--- src/rtl/hyper_resp_pkg.sv ---
// Shared types for the HyperBus completion merger: FSM states, the descriptor record
// and the memory-select encoding that marks single-shot register accesses.
package hyper_resp_pkg;

    localparam logic [1:0] MEM_SEL_REG = 2'b01;

    // Descriptor field widths for the default configuration (ID_WIDTH=1, TRANS_SIZE=16)
    localparam int unsigned DESC_ID_W   = 2;
    localparam int unsigned DESC_SIZE_W = 16;

    typedef enum logic [1:0] {
        IDLE,
        COLLECT,
        RESP
    } resp_state_e;

    typedef struct packed {
        logic [DESC_ID_W-1:0]   id;
        logic                   rw;
        logic                   single_shot;
        logic [DESC_SIZE_W-1:0] target;
    } desc_t;

    // Register-type memories, or any access to register space, complete with one sub-transaction
    function automatic logic is_single_shot(input logic addr_space, input logic [1:0] mem_sel);
        return (mem_sel == MEM_SEL_REG) | addr_space;
    endfunction

endpackage

--- src/rtl/hyper_desc_fifo.sv ---
// Outstanding-descriptor queue: DEPTH entries of an arbitrary packed type with a registered
// occupancy count; the caller qualifies push/pop against full/empty.
module hyper_desc_fifo
    import hyper_resp_pkg::*;
#(
    parameter type         entry_t = desc_t,
    parameter int unsigned DEPTH   = 2
) (
    input  logic   clk_i,
    input  logic   rst_ni,
    input  logic   push_i,
    input  entry_t data_i,
    input  logic   pop_i,
    output entry_t data_o,
    output logic   full_o,
    output logic   empty_o
);

    localparam int unsigned PTR_W = $clog2(DEPTH);

    entry_t             mem_q [DEPTH];
    logic [PTR_W-1:0]   wr_ptr_q;
    logic [PTR_W-1:0]   rd_ptr_q;
    logic [PTR_W:0]     count_q;

    always_ff @(posedge clk_i or negedge rst_ni) begin
        if (!rst_ni) begin
            wr_ptr_q <= '0;
            rd_ptr_q <= '0;
            count_q  <= '0;
        end else begin
            if (push_i) wr_ptr_q <= wr_ptr_q + 1'b1;
            if (pop_i)  rd_ptr_q <= rd_ptr_q + 1'b1;
            case ({push_i, pop_i})
                2'b10:   count_q <= count_q + 1'b1;
                2'b01:   count_q <= count_q - 1'b1;
                default: count_q <= count_q;
            endcase
        end
    end

    // NOTE: storage has no reset; an entry is only read once count says it was written.
    always_ff @(posedge clk_i) begin
        if (push_i) mem_q[wr_ptr_q] <= data_i;
    end

    assign data_o  = mem_q[rd_ptr_q];
    assign full_o  = (count_q == (PTR_W+1)'(DEPTH));
    assign empty_o = (count_q == '0);

endmodule

--- src/rtl/hyper_resp_merge.sv ---
// Merges per-sub-transaction completions from the HyperBus controller into one completion
// per original transaction, with overrun detection and an inactivity watchdog.
module hyper_resp_merge
    import hyper_resp_pkg::*;
#(
    parameter int unsigned TRANS_SIZE = 16,
    parameter int unsigned ID_WIDTH   = 1,
    parameter int unsigned FIFO_DEPTH = 2,
    parameter int unsigned TIMEOUT_W  = 16
) (
    input  logic                  clk_i,
    input  logic                  rst_ni,
    input  logic                  trans_valid_i,
    output logic                  trans_ready_o,
    input  logic [ID_WIDTH:0]     trans_id_i,
    input  logic                  trans_rw_i,
    input  logic                  trans_addr_space_i,
    input  logic [1:0]            trans_mem_sel_i,
    input  logic [TRANS_SIZE-1:0] trans_rx_size_i,
    input  logic [TRANS_SIZE-1:0] trans_tx_size_i,
    input  logic                  sub_valid_i,
    output logic                  sub_ready_o,
    input  logic [TRANS_SIZE-1:0] sub_len_i,
    input  logic                  sub_error_i,
    output logic                  done_valid_o,
    input  logic                  done_ready_i,
    output logic [ID_WIDTH:0]     done_trans_id_o,
    output logic                  done_rw_o,
    output logic [TRANS_SIZE-1:0] done_bytes_o,
    output logic                  done_error_o,
    output logic                  done_timeout_o,
    output logic                  busy_o
);

    localparam logic [ID_WIDTH:0] ID_NONE = {1'b1, {ID_WIDTH{1'b0}}};

    // Same fields as desc_t, sized for this instance
    typedef struct packed {
        logic [ID_WIDTH:0]     id;
        logic                  rw;
        logic                  single_shot;
        logic [TRANS_SIZE-1:0] target;
    } entry_t;

    entry_t      push_entry;
    entry_t      head_entry;
    entry_t      work_q;
    logic        fifo_full;
    logic        fifo_empty;
    logic        push;
    logic        pop;
    resp_state_e state_q;

    logic [TRANS_SIZE-1:0] acc_q;
    logic                  err_q;
    logic [TIMEOUT_W-1:0]  wdog_q;
    logic [TIMEOUT_W-1:0]  wdog_inc;
    logic [TRANS_SIZE:0]   sum;
    logic                  sub_fire;
    logic                  finish;
    logic                  overrun;

    assign push_entry = '{
        id:          trans_id_i,
        rw:          trans_rw_i,
        single_shot: is_single_shot(trans_addr_space_i, trans_mem_sel_i),
        target:      trans_rw_i ? trans_rx_size_i : trans_tx_size_i
    };

    assign trans_ready_o = !fifo_full;
    assign push          = trans_valid_i & trans_ready_o;
    assign pop           = (state_q == IDLE) & !fifo_empty;

    hyper_desc_fifo #(
        .entry_t (entry_t),
        .DEPTH   (FIFO_DEPTH)
    ) u_desc_fifo (
        .clk_i   (clk_i),
        .rst_ni  (rst_ni),
        .push_i  (push),
        .data_i  (push_entry),
        .pop_i   (pop),
        .data_o  (head_entry),
        .full_o  (fifo_full),
        .empty_o (fifo_empty)
    );

    // One extra sum bit lets a final sub that overshoots the target saturate instead of wrapping
    assign sum      = {1'b0, acc_q} + {1'b0, sub_len_i};
    assign sub_fire = sub_valid_i & sub_ready_o;
    assign finish   = work_q.single_shot | (sum >= {1'b0, work_q.target}) | (work_q.target == '0);
    assign overrun  = (sum > {1'b0, work_q.target});
    assign wdog_inc = wdog_q + 1'b1;

    always_ff @(posedge clk_i or negedge rst_ni) begin
        if (!rst_ni) begin
            state_q         <= IDLE;
            work_q          <= '0;
            acc_q           <= '0;
            err_q           <= 1'b0;
            wdog_q          <= '0;
            sub_ready_o     <= 1'b0;
            done_valid_o    <= 1'b0;
            done_trans_id_o <= ID_NONE;
            done_rw_o       <= 1'b0;
            done_bytes_o    <= '0;
            done_error_o    <= 1'b0;
            done_timeout_o  <= 1'b0;
        end else begin
            case (state_q)
                IDLE: begin
                    if (!fifo_empty) begin
                        work_q      <= head_entry;
                        acc_q       <= '0;
                        err_q       <= 1'b0;
                        wdog_q      <= '0;
                        sub_ready_o <= 1'b1;
                        state_q     <= COLLECT;
                    end
                end

                COLLECT: begin
                    if (sub_fire) begin
                        wdog_q <= '0;
                        if (finish) begin
                            sub_ready_o     <= 1'b0;
                            done_valid_o    <= 1'b1;
                            done_trans_id_o <= work_q.id;
                            done_rw_o       <= work_q.rw;
                            done_bytes_o    <= sum[TRANS_SIZE] ? '1 : sum[TRANS_SIZE-1:0];
                            done_error_o    <= err_q | sub_error_i | overrun;
                            done_timeout_o  <= 1'b0;
                            state_q         <= RESP;
                        end else begin
                            acc_q <= sum[TRANS_SIZE-1:0];
                            err_q <= err_q | sub_error_i;
                        end
                    end else if (wdog_inc == '1) begin
                        // Controller went silent: report what arrived so far as a failed completion
                        sub_ready_o     <= 1'b0;
                        done_valid_o    <= 1'b1;
                        done_trans_id_o <= work_q.id;
                        done_rw_o       <= work_q.rw;
                        done_bytes_o    <= acc_q;
                        done_error_o    <= 1'b1;
                        done_timeout_o  <= 1'b1;
                        state_q         <= RESP;
                    end else begin
                        wdog_q <= wdog_inc;
                    end
                end

                RESP: begin
                    if (done_valid_o & done_ready_i) begin
                        done_valid_o    <= 1'b0;
                        done_trans_id_o <= ID_NONE;
                        done_rw_o       <= 1'b0;
                        done_bytes_o    <= '0;
                        done_error_o    <= 1'b0;
                        done_timeout_o  <= 1'b0;
                        state_q         <= IDLE;
                    end
                end

                default: state_q <= IDLE;
            endcase
        end
    end

    assign busy_o = !fifo_empty | (state_q != IDLE);

endmodule
--- config.mk ---
export PLATFORM = sky130hd
export DESIGN_NAME = hyper_resp_merge
export DESIGN_NICKNAME = d
export VERILOG_FILES = /design/src/rtl/hyper_resp_pkg.sv /design/src/rtl/hyper_desc_fifo.sv /design/src/rtl/hyper_resp_merge.sv
export SDC_FILE = /design/constraint.sdc
export NUM_CORES = 1
export LEC_CHECK = 0
export BUFFER_PORTS_ARGS = -buffer_cell sky130_fd_sc_hd__buf_2
export CORE_MARGIN = 1.5
export CORE_UTILIZATION = 40
export CTS_CLUSTER_SIZE = 28
export DETAILED_ROUTE_END_ITERATION = 16
export PLACE_DENSITY = 0.56
export REMOVE_ABC_BUFFERS = 1
export SKIP_LAST_GASP = 1
export SYNTH_ARGS = -nofsm -noshare
export SYNTH_HDL_FRONTEND = slang
export SYNTH_SLANG_ARGS = --single-unit
--- constraint.sdc ---
create_clock -name clk_i -period 10.7 [get_ports clk_i]
set_clock_uncertainty 0.2 [all_clocks]
set_input_delay 2.14 -clock clk_i [delete_from_list [all_inputs] [get_ports clk_i]]
set_output_delay 2.14 -clock clk_i [all_outputs]
set_load 0.05 [all_outputs]
==> impl_metrics.json, run 1 <==
{
  "grt_pass1_wl_mm": 24.8,
  "ant_nets": 0,
  "min_period_ns": 7.13,
  "antenna_found_initial": 0,
  "stdcell_area_mm2": 0.00782,
  "drt-pass1-iter-count": 5,
  "p_switching_mw": 1.00,
  "drt_iter0_markers": 324,
  "path_clk_slew_ns": 0.06,
  "p_clk_share_pct": 24.1,
  "ys_top_cells_by_count": "81 x dfrtp_1, 65 x o21ai_0, 54 x inv_1, 52 x nand2_1, 40 x edfxtp_1",
  "max_freq_ghz": 0.140,
  "cts_buffer_depth": 2,
  "vias": 5016,
  "cts-root-buf": "clkbuf_16",
  "seq_power_share_pct": 31.3,
  "yosysSeqAreaShare_pct": 49.1,
  "slew_headroom_pct": 24.3,
  "placed_cell_area_mm2": 0.00723,
  "avgSynthCellArea_um2": 10.5,
  "wl_per_cell_um": 16.0,
  "worstRegToRegCells": 16,
  "r2r_start": "acc_q[0]",
  "yosysTopAreaCellShare_pct": 30.6,
  "reg2reg_slack_ns": 4.94,
  "drv_cap": 0,
  "cts_tree": "yes",
  "crit_type": "input port to flop",
  "final_core_util_pct": 48.7,
  "cp-endpoint": "done_bytes_o[13]",
  "grt_usage_pct": 18.1,
  "combPwrFrac_pct": 44.6,
  "cp_max_fo": 32,
  "power_mw": 2.41,
  "synth_area_leaders": "dfrtp_1 31%, edfxtp_1 18%, ha_1 6.6%, mux2i_1 5.1%, o21ai_0 4.9%",
  "fill_cells": 1493,
  "power.leakage_nw": 3.55,
  "rsz0062_at_grt": "false",
  "status": "finished, final reports clean",
  "wirelength_mm": 15.0,
  "die_y_um": 132,
  "cts_setup_buffers": 0,
  "yosysWarnings": 0,
  "synth_cell_types": 62,
  "cts_buffers": 17,
  "synth_area_mm2": 0.00663,
  "worst_slack_ns": 3.57,
  "hold_depth": 1,
  "crit_start": "sub_len_i[0]",
  "report.final.setup_viol": 0,
  "routed_via_density": 5.33,
  "intPower_mw": 1.41,
  "crit_path_cell_trace": "buf_2, ha_1, inv_1, fa_1, nor2b_1, o31a_1, a21oi_2, or4b_2, nand3_1, ha_1, nand4_1, nor4_1, nor3_1, nand2_1, a2111o_1, and3_1, mux2_1",
  "drc": 0,
  "rows": 46,
  "async_reset_ff_share_pct": 67.2,
  "slew_violations": 0,
  "min_path_type": "flop to flop",
  "clock_latency_ns": 0.42,
  "cp-end-kind": "flop",
  "drive_above_1_share_pct": 20.3,
  "cp_common_cell": "ha_1",
  "start_util_pct": 41.3,
  "core_mm2": 0.0161,
  "ys.flop_type": "dfrtp_1",
  "cp-start-kind": "input port",
  "dpl.hpwl_mm": 10.5,
  "grt_pass1_vias": 4946,
  "die_area_mm2": 0.0174,
  "slowest_delay_ns": 0.98,
  "h-tree-depth": 4,
  "portBuffers": 84,
  "tns_ns": 0,
  "area_growth_pct": 18.0,
  "slowest_stage": "and3_1",
  "period_share_pct": 66.7,
  "synth_cells": 633,
  "gp_congestion": 0.866,
  "grt-ovfl-total": 0,
  "hold_viol": 0,
  "nets": 808,
  "yosys.cell_count.top_type": "dfrtp_1",
  "holdBufCountCts": 0,
  "ctsResizeCount": 0,
  "antenna_cells": 0,
  "grt_max_degree": 83,
  "powerDensity_mw_per_mm2": 308,
  "pre_cts_slack_ns": 3.04,
  "arrival_ns": 7.23,
  "ios": 85,
  "cp.required_ns": 10.80,
  "worst_pin_slew_ns": 1.14,
  "synth_edf_count": 40,
  "die_w_um": 132,
  "yosys.area.top_type": "dfrtp_1",
  "numClockSinks": 122,
  "r2r_end": "done_bytes_o[13]",
  "swShare_pct": 41.6,
  "ys_ff_latch": 122,
  "ir_drop_mv": 0.126
}
## final cells by class
class	instances	area (um^2)	share of cell area, %
Sequential cell	122	3250	41.6
Multi-Input combinational cell	430	3060	39.1
Clock buffer	23	468	5.98
Timing Repair Buffer	87	445	5.70
Tap cell	216	270	3.46
Inverter	54	203	2.59
Clock inverter	9	123	1.57
## registers in the layout, summed over array words and instances, names as in the netlist
signal	count
u_desc_fifo.mem_q	40
work_q	20
acc_q	16
done_bytes_o	16
wdog_q	16
done_trans_id_o	2
state_q	2
u_desc_fifo.count_q	2
done_error_o	1
done_rw_o	1
done_timeout_o	1
done_valid_o	1
err_q	1
sub_ready_o	1
u_desc_fifo.rd_ptr_q	1
u_desc_fifo.wr_ptr_q	1
## cell families (layout without fill, tap and decap cells)
family,after synthesis,after routing,synth area share [%]
AOI/OAI and AO/OA,155,155,14.6
xor gates and xnor gates,21,21,2.77
adders and majority gates,36,36,6.91
buffers and inverters,81,173,4.95
DFF,122,122,49.1
muxes,59,59,9.38
and+or+nand+nor,159,159,12.3
## worst max-delay path, delay by kind of cell
family | cells | cell delay (ns)
AO/OA/AOI/OAI | 3 | 1.08
adder cells (fa/ha/maj) | 3 | 0.74
buffers and inverters | 2 | 0.14
multiplexers | 1 | 0.39
AND/OR/NAND/NOR | 8 | 2.74
## metal layers
metal	share of wire [%]	track usage, %	vias to the layer above	wire, um
li1	-	-	2443	-
met1	47	23.6	2401	7060
met2	47	29.6	149	7010
met3	5.0	4.50	23	745
met4	1.3	5.56	0	198
met5	0	0	-	0
## power groups by stage
stage	clock network, mW	registers [mW]	logic [mW]
6_report	0.580	0.754	1.07
2_1_floorplan	0	0.839	0.690
4_1_cts	0.592	0.757	1.08
3_3_place_gp	0	0.759	1.05
5_1_grt	0.614	0.774	1.19
3_5_place_dp	0	0.764	1.07
## cells in the final DEF (no fill, tap or decap), types with 5 or more instances in the layout
master and instances:
a21o_1 11, edfxtp_1 40, o21a_1 5, nand3_1 25, xnor2_1 16, xor2_1 5
nor4_1 6, a21oi_1 32, clkbuf_16 17, nand2_1 52, nand4_1 7, clkinv_2 5
and3_1 8, dfrtp_1 81, o221ai_1 11, and2_1 8, o21ai_0 64, mux2i_1 34
mux2_2 20, buf_2 83, mux2_1 5, a31oi_1 5, nor3_1 8, inv_1 54
nor2_1 17, nand2b_1 9, ha_1 35
## worst min-delay path by stage
stage / from / to
after CTS: work_q[17] / work_q[17]
after floorplan: work_q[17] / work_q[17]
final: done_bytes_o[15] / done_bytes_o[15]
after global placement: done_bytes_o[7] / done_bytes_o[7]
after detailed placement: work_q[17] / work_q[17]
after global routing: u_desc_fifo.wr_ptr_q / u_desc_fifo.wr_ptr_q
## metrics by stage
step | hold WS, ns | instances
floorplan | 0.250 | 606
global placement | 0.264 | 909
detailed placement | 0.272 | 909
CTS | 0.286 | 941
global route | 0.309 | 941
finish | 0.278 | 941
Note: power is estimated with default switching activity, not from simulation.
==> run 2, diff against run 1 <==
==> constraint.sdc (replaced) <==
create_clock -name clk_i -period 7.4 [get_ports clk_i]
set_clock_uncertainty 0.2 [all_clocks]
set_input_delay 1.48 -clock clk_i [delete_from_list [all_inputs] [get_ports clk_i]]
set_output_delay 1.48 -clock clk_i [all_outputs]
set_load 0.05 [all_outputs]
==> run 2 against run 1 <==
Effect of this change:
- global-route usage is 0.062 points lower
- highest routed layer unchanged
- critical endpoint is now done_bytes_o[7]
- sequential power rose by 45%
- routed wire length fell by 0.74%
- via count down 2.5%
- combinational power up 45%
- non-clock buffer count up 3
- clock power grew 43%
- critical path depth increased by 2
==> impl_metrics.json, run 2 (same netlist as run 1, synthesis figures left out) <==
{
  "wirelength_mm": 14.9,
  "regArea_mm2": 0.00325,
  "busiest_layer": "met2",
  "worstRegToRegCells": 18,
  "intPower_mw": 2.00,
  "vias": 4889,
  "combPwrFrac_pct": 44.6,
  "crit_path_cell_trace": "buf_2, ha_1, inv_1, fa_1, nor2b_1, o31a_1, a21oi_2, or4b_2, nand3_1, ha_1, nand4_1, nor4_1, nor3_1, nand2_1, a2111o_1, buf_4, and3_1, buf_4, mux2_1",
  "cts-root-buf": "clkbuf_16",
  "min_period_ns": 5.89,
  "placed_cell_area_mm2": 0.00725,
  "core_mm2": 0.0161,
  "period_share_pct": 79.6,
  "cp-endpoint": "done_bytes_o[7]",
  "path_clk_slew_ns": 0.05,
  "status": "finished, final reports clean",
  "slowest_stage": "or4b_2",
  "antenna_cells": 0,
  "max_freq_ghz": 0.170,
  "crit_type": "input port to flop",
  "wl_per_cell_um": 15.8,
  "fill_cells": 1496,
  "p_clk_share_pct": 23.9,
  "seq_power_share_pct": 31.5,
  "cts_buffer_depth": 2,
  "slowest_delay_ns": 0.64,
  "hold_depth": 1,
  "ctsResizeCount": 0,
  "grt_use_met1_pct": 23.8,
  "numClockSinks": 122,
  "multiInputGateArea_mm2": 0.00306,
  "r2r_start": "acc_q[0]",
  "drt-pass1-iter-count": 4,
  "crit_start": "sub_len_i[0]",
  "ant_nets": 0,
  "ios": 85,
  "grt_pass1_vias": 4933,
  "antenna_found_initial": 0,
  "die_y_um": 132,
  "holdBufCountCts": 0,
  "largest_reg_flops": 40,
  "swShare_pct": 42.1,
  "min_path_type": "flop to flop",
  "cts_tree": "yes",
  "area_growth_pct": 18.4,
  "cp_max_fo": 32,
  "h-tree-depth": 4,
  "dpl.hpwl_mm": 10.4,
  "drv_cap": 0,
  "die_w_um": 132,
  "drive_above_1_share_pct": 20.9,
  "arrival_ns": 5.99,
  "grt-ovfl-total": 0,
  "gp_congestion": 0.858,
  "drt_iter0_markers": 333,
  "clock_latency_ns": 0.43,
  "reg2reg_slack_ns": 2.18,
  "nets": 811,
  "rows": 46,
  "ir_drop_mv": 0.213,
  "slew_violations": 0,
  "dpl.cell_count": 912,
  "top_regs": "u_desc_fifo.mem_q x40, work_q x20",
  "cp-start-kind": "input port",
  "stdcell_area_mm2": 0.00785,
  "die_area_mm2": 0.0174,
  "powerDensity_mw_per_mm2": 441,
  "report.final.setup_viol": 0,
  "cp-end-kind": "flop",
  "top_register": "u_desc_fifo.mem_q",
  "power.leakage_nw": 3.56,
  "p_switching_mw": 1.46,
  "cp.required_ns": 7.50,
  "cts_setup_buffers": 0,
  "grt_pass1_wl_mm": 24.8,
  "rsz0062_at_grt": "false",
  "start_util_pct": 41.3,
  "routed_via_density": 5.18,
  "fin_cells": 944,
  "grt_use_met2_pct": 28.9,
  "r2r_end": "done_bytes_o[7]",
  "hold_viol": 0,
  "grt_usage_pct": 18.0,
  "cts_buffers": 17,
  "portBuffers": 84,
  "worst_pin_slew_ns": 1.14,
  "grtUsageMet3_pct": 4.88,
  "slew_headroom_pct": 24.3,
  "final_cell_mix": "83 x buf_2, 81 x dfrtp_1, 64 x o21ai_0",
  "layout_commonest_cell": "buf_2",
  "tns_ns": 0,
  "grt_max_degree": 82,
  "drc": 0
}
==> run 2: worst min-delay path by stage <==
stage,from,to
after CTS,done_bytes_o[15],done_bytes_o[15]
after global placement,done_bytes_o[7],done_bytes_o[7]
after global routing,work_q[17],work_q[17]
after floorplan,work_q[17],work_q[17]
after detailed placement,done_bytes_o[15],done_bytes_o[15]
final,done_bytes_o[15],done_bytes_o[15]
==> run 2: layout make-up <==
type / instances / share of cell area, %
clock buffers: 21 / 6.28
clock inverters: 11 / 1.34
inverters: 54 / 2.58
multi-input cells: 430 / 38.9
flip-flops and latches: 122 / 41.5
well taps: 216 / 3.44
repair buffers: 90 / 5.96
==> run 2: layer usage <==
layer / routed length (um) / vias up
met2: 6870 / 115
li1: - / 2454
met5: 0 / -
met4: 130 / 0
met3: 660 / 11
met1: 7250 / 2309
==> run 2: power by group through the flow <==
| stage | clock (mW) | sequential, mW | combinational [mW] |
|---|---|---|---|
| 3_5_place_dp | 0 | 1.11 | 1.55 |
| 4_1_cts | 0.845 | 1.10 | 1.56 |
| 6_report | 0.827 | 1.09 | 1.55 |
| 2_1_floorplan | 0 | 1.21 | 0.998 |
| 5_1_grt | 0.876 | 1.12 | 1.72 |
| 3_3_place_gp | 0 | 1.10 | 1.52 |
==> run 2: per-stage QoR <==
stage / setup WS (ns) / util (%) / total power [mW] / hold WS, ns
6_report: 1.51 / 48.9 / 3.47 / 0.279
5_1_grt: 1.18 / 48.9 / 3.72 / 0.309
4_1_cts: 1.57 / 48.9 / 3.50 / 0.283
3_5_place_dp: 1.15 / 45.2 / 2.66 / 0.271
3_3_place_gp: 1.31 / 45.2 / 2.62 / 0.263
2_1_floorplan: 1.41 / - / 2.21 / 0.250
==> run 2: worst max-delay path, delay by kind of cell <==
kind / cells / cell delay [ns]
multiplexers: 1 / 0.36
AO/OA/AOI/OAI: 3 / 0.46
buffers and inverters: 4 / 0.79
adder cells (fa/ha/maj): 3 / 0.72
AND/OR/NAND/NOR: 8 / 2.16
==> run 3, diff against run 2 <==
--- a/config.mk
+++ b/config.mk
@@ -10,7 +10,7 @@
 export CORE_UTILIZATION = 40
 export CTS_CLUSTER_SIZE = 28
 export DETAILED_ROUTE_END_ITERATION = 16
-export PLACE_DENSITY = 0.56
+export PLACE_DENSITY = 0.58
 export REMOVE_ABC_BUFFERS = 1
 export SKIP_LAST_GASP = 1
 export SYNTH_ARGS = -nofsm -noshare
==> constraint.sdc (replaced) <==
create_clock -name clk_i -period 5.3 [get_ports clk_i]
set_clock_uncertainty 0.2 [all_clocks]
set_input_delay 1.06 -clock clk_i [delete_from_list [all_inputs] [get_ports clk_i]]
set_output_delay 1.06 -clock clk_i [all_outputs]
set_load 0.05 [all_outputs]
==> run 3 against run 2 <==
Effect of this change:
- sequential power up 39%
- register-to-register slack worse by 1.5 ns
- sequential share of layout area shrank 0.25 points
- routed wire length rose by 0.64%
- combinational power increased by 47%
- via count is 1.7% higher
- flip-flop and latch count is the same
- critical path type unchanged
==> impl_metrics.json, run 3 (same netlist as run 1, synthesis figures left out) <==
{
  "status": "finished, final reports clean",
  "holdBufCountCts": 0,
  "wirelength_mm": 15.0,
  "cts_setup_buffers": 0,
  "ctsResizeCount": 0,
  "drt-pass1-iter-count": 4,
  "numClockSinks": 122,
  "start_util_pct": 41.3,
  "grt_pass1_wl_mm": 25.2,
  "hold_viol": 0,
  "largest_reg_flops": 40,
  "antenna_cells": 0,
  "final_cell_mix": "83 x buf_2, 81 x dfrtp_1, 64 x o21ai_0",
  "antenna_found_initial": 0,
  "powerDensity_mw_per_mm2": 610,
  "cp-end-kind": "flop",
  "cts_buffer_depth": 2,
  "hold_depth": 1,
  "die_area_mm2": 0.0174,
  "rows": 46,
  "final_core_util_pct": 49.2,
  "drc": 0,
  "swShare_pct": 42.5,
  "slowest_delay_ns": 0.41,
  "cts-root-buf": "clkbuf_16",
  "layout_commonest_cell": "buf_2",
  "cp.required_ns": 5.43,
  "grt_max_degree": 83,
  "cts_tree": "yes",
  "worstRegToRegCells": 18,
  "ant_nets": 0,
  "rsz0062_at_grt": "false",
  "seq_power_share_pct": 31.4,
  "crit_path_cell_trace": "buf_2, ha_1, inv_1, fa_1, nor2b_1, o31a_1, a21oi_2, o31ai_2, xnor2_1, inv_1, ha_1, a2111oi_0, o21ai_0, a21oi_1, a21oi_1, a2111o_1, and3_2, buf_4, mux2i_1",
  "drt_iter0_markers": 304,
  "gp_congestion": 0.896,
  "hold_ws_ns": 0.278,
  "drive_above_1_share_pct": 22.5,
  "crit_type": "input port to flop",
  "slowest_stage": "a2111oi_0",
  "intPower_mw": 2.77,
  "worst_slack_ns": 0.337,
  "p_clk_share_pct": 21.4,
  "min_from": "done_bytes_o[7]",
  "nets": 825,
  "r2r_start": "acc_q[0]",
  "cp-start-kind": "input port",
  "portBuffers": 84,
  "arrival_ns": 5.09,
  "dpl.hpwl_mm": 10.6,
  "ir_drop_mv": 0.265,
  "min_to": "done_bytes_o[7]",
  "slew_headroom_pct": 25.3,
  "min_path_type": "flop to flop",
  "top_register": "u_desc_fifo.mem_q",
  "die_y_um": 132,
  "report.final.setup_viol": 0,
  "grt-ovfl-total": 0,
  "ios": 85,
  "tns_ns": 0,
  "max_freq_ghz": 0.201,
  "worst_pin_slew_ns": 1.12,
  "grt_pass1_vias": 5099,
  "combPwrFrac_pct": 47.2,
  "path_clk_slew_ns": 0.06,
  "grt_usage_pct": 18.2,
  "routed_via_density": 5.19,
  "slew_violations": 0,
  "cts_buffers": 17,
  "die_w_um": 132,
  "h-tree-depth": 4,
  "min_period_ns": 4.96,
  "power.leakage_nw": 3.60,
  "clock_latency_ns": 0.42,
  "vias": 4971,
  "pre_cts_slack_ns": -0.153,
  "cp_max_fo": 10,
  "r2r_end": "done_bytes_o[10]",
  "core_mm2": 0.0161,
  "top_regs": "u_desc_fifo.mem_q x40, work_q x20",
  "drv_cap": 0,
  "reg2reg_slack_ns": 0.69,
  "wl_per_cell_um": 15.7,
  "p_switching_mw": 2.05,
  "area_growth_pct": 19.2,
  "period_share_pct": 93.6
}
run 3: worst max path at each step:
stage	end	startpoint	slack, ns	cells after the start
floorplan	done_bytes_o[13]	sub_len_i[0]	-0.27	16
detailed placement	done_bytes_o[10]	sub_len_i[0]	-0.15	19
global placement	done_bytes_o[3]	sub_len_i[0]	0.005	18
finish	done_bytes_o[10]	sub_len_i[0]	0.34	19
global route	done_bytes_o[10]	sub_len_i[0]	0.13	19
CTS	done_bytes_o[10]	sub_len_i[0]	0.27	19
run 3: through the flow:
step / instance area [um^2] / instances / power (mW)
2_1_floorplan: 6500 / 606 / 3.09
3_3_place_gp: 7370 / 926 / 3.75
3_5_place_dp: 7370 / 926 / 3.81
4_1_cts: 7900 / 958 / 4.86
5_1_grt: 7900 / 958 / 5.20
6_report: 7900 / 958 / 4.82
run 3: routing by layer:
layer	track usage, %	share of wire [%]	vias to the layer above
li1	-	-	2480
met1	23.4	46	2352
met2	29.8	48	124
met3	4.58	4.6	15
met4	6.67	1.4	0
met5	0	0	-
run 3: final cells by class:
type / count / area [um^2]
Sequential cell: 122 / 3250
Clock inverter: 15 / 101
Inverter: 54 / 203
Multi-Input combinational cell: 430 / 3060
Timing Repair Buffer: 104 / 586
Tap cell: 216 / 270
Fill cell: 1504 / 8160
Clock buffer: 17 / 425
run 3: power by group through the flow:
stage | registers (mW) | logic, mW | clock network [mW]
6_report | 1.51 | 2.28 | 1.03
5_1_grt | 1.56 | 2.54 | 1.10
4_1_cts | 1.52 | 2.29 | 1.05
3_5_place_dp | 1.53 | 2.28 | 0
3_3_place_gp | 1.53 | 2.22 | 0
2_1_floorplan | 1.69 | 1.39 | 0
run 3: critical path, delay by kind of cell:
| kind | cells | cell delay, ns |
|---|---|---|
| adder cells (fa/ha/maj) | 3 | 0.91 |
| multiplexers | 1 | 0.17 |
| XOR/XNOR | 1 | 0.20 |
| buffers and inverters | 4 | 0.46 |
| AND/OR/NAND/NOR | 2 | 0.51 |
| AO/OA/AOI/OAI | 8 | 1.75 |
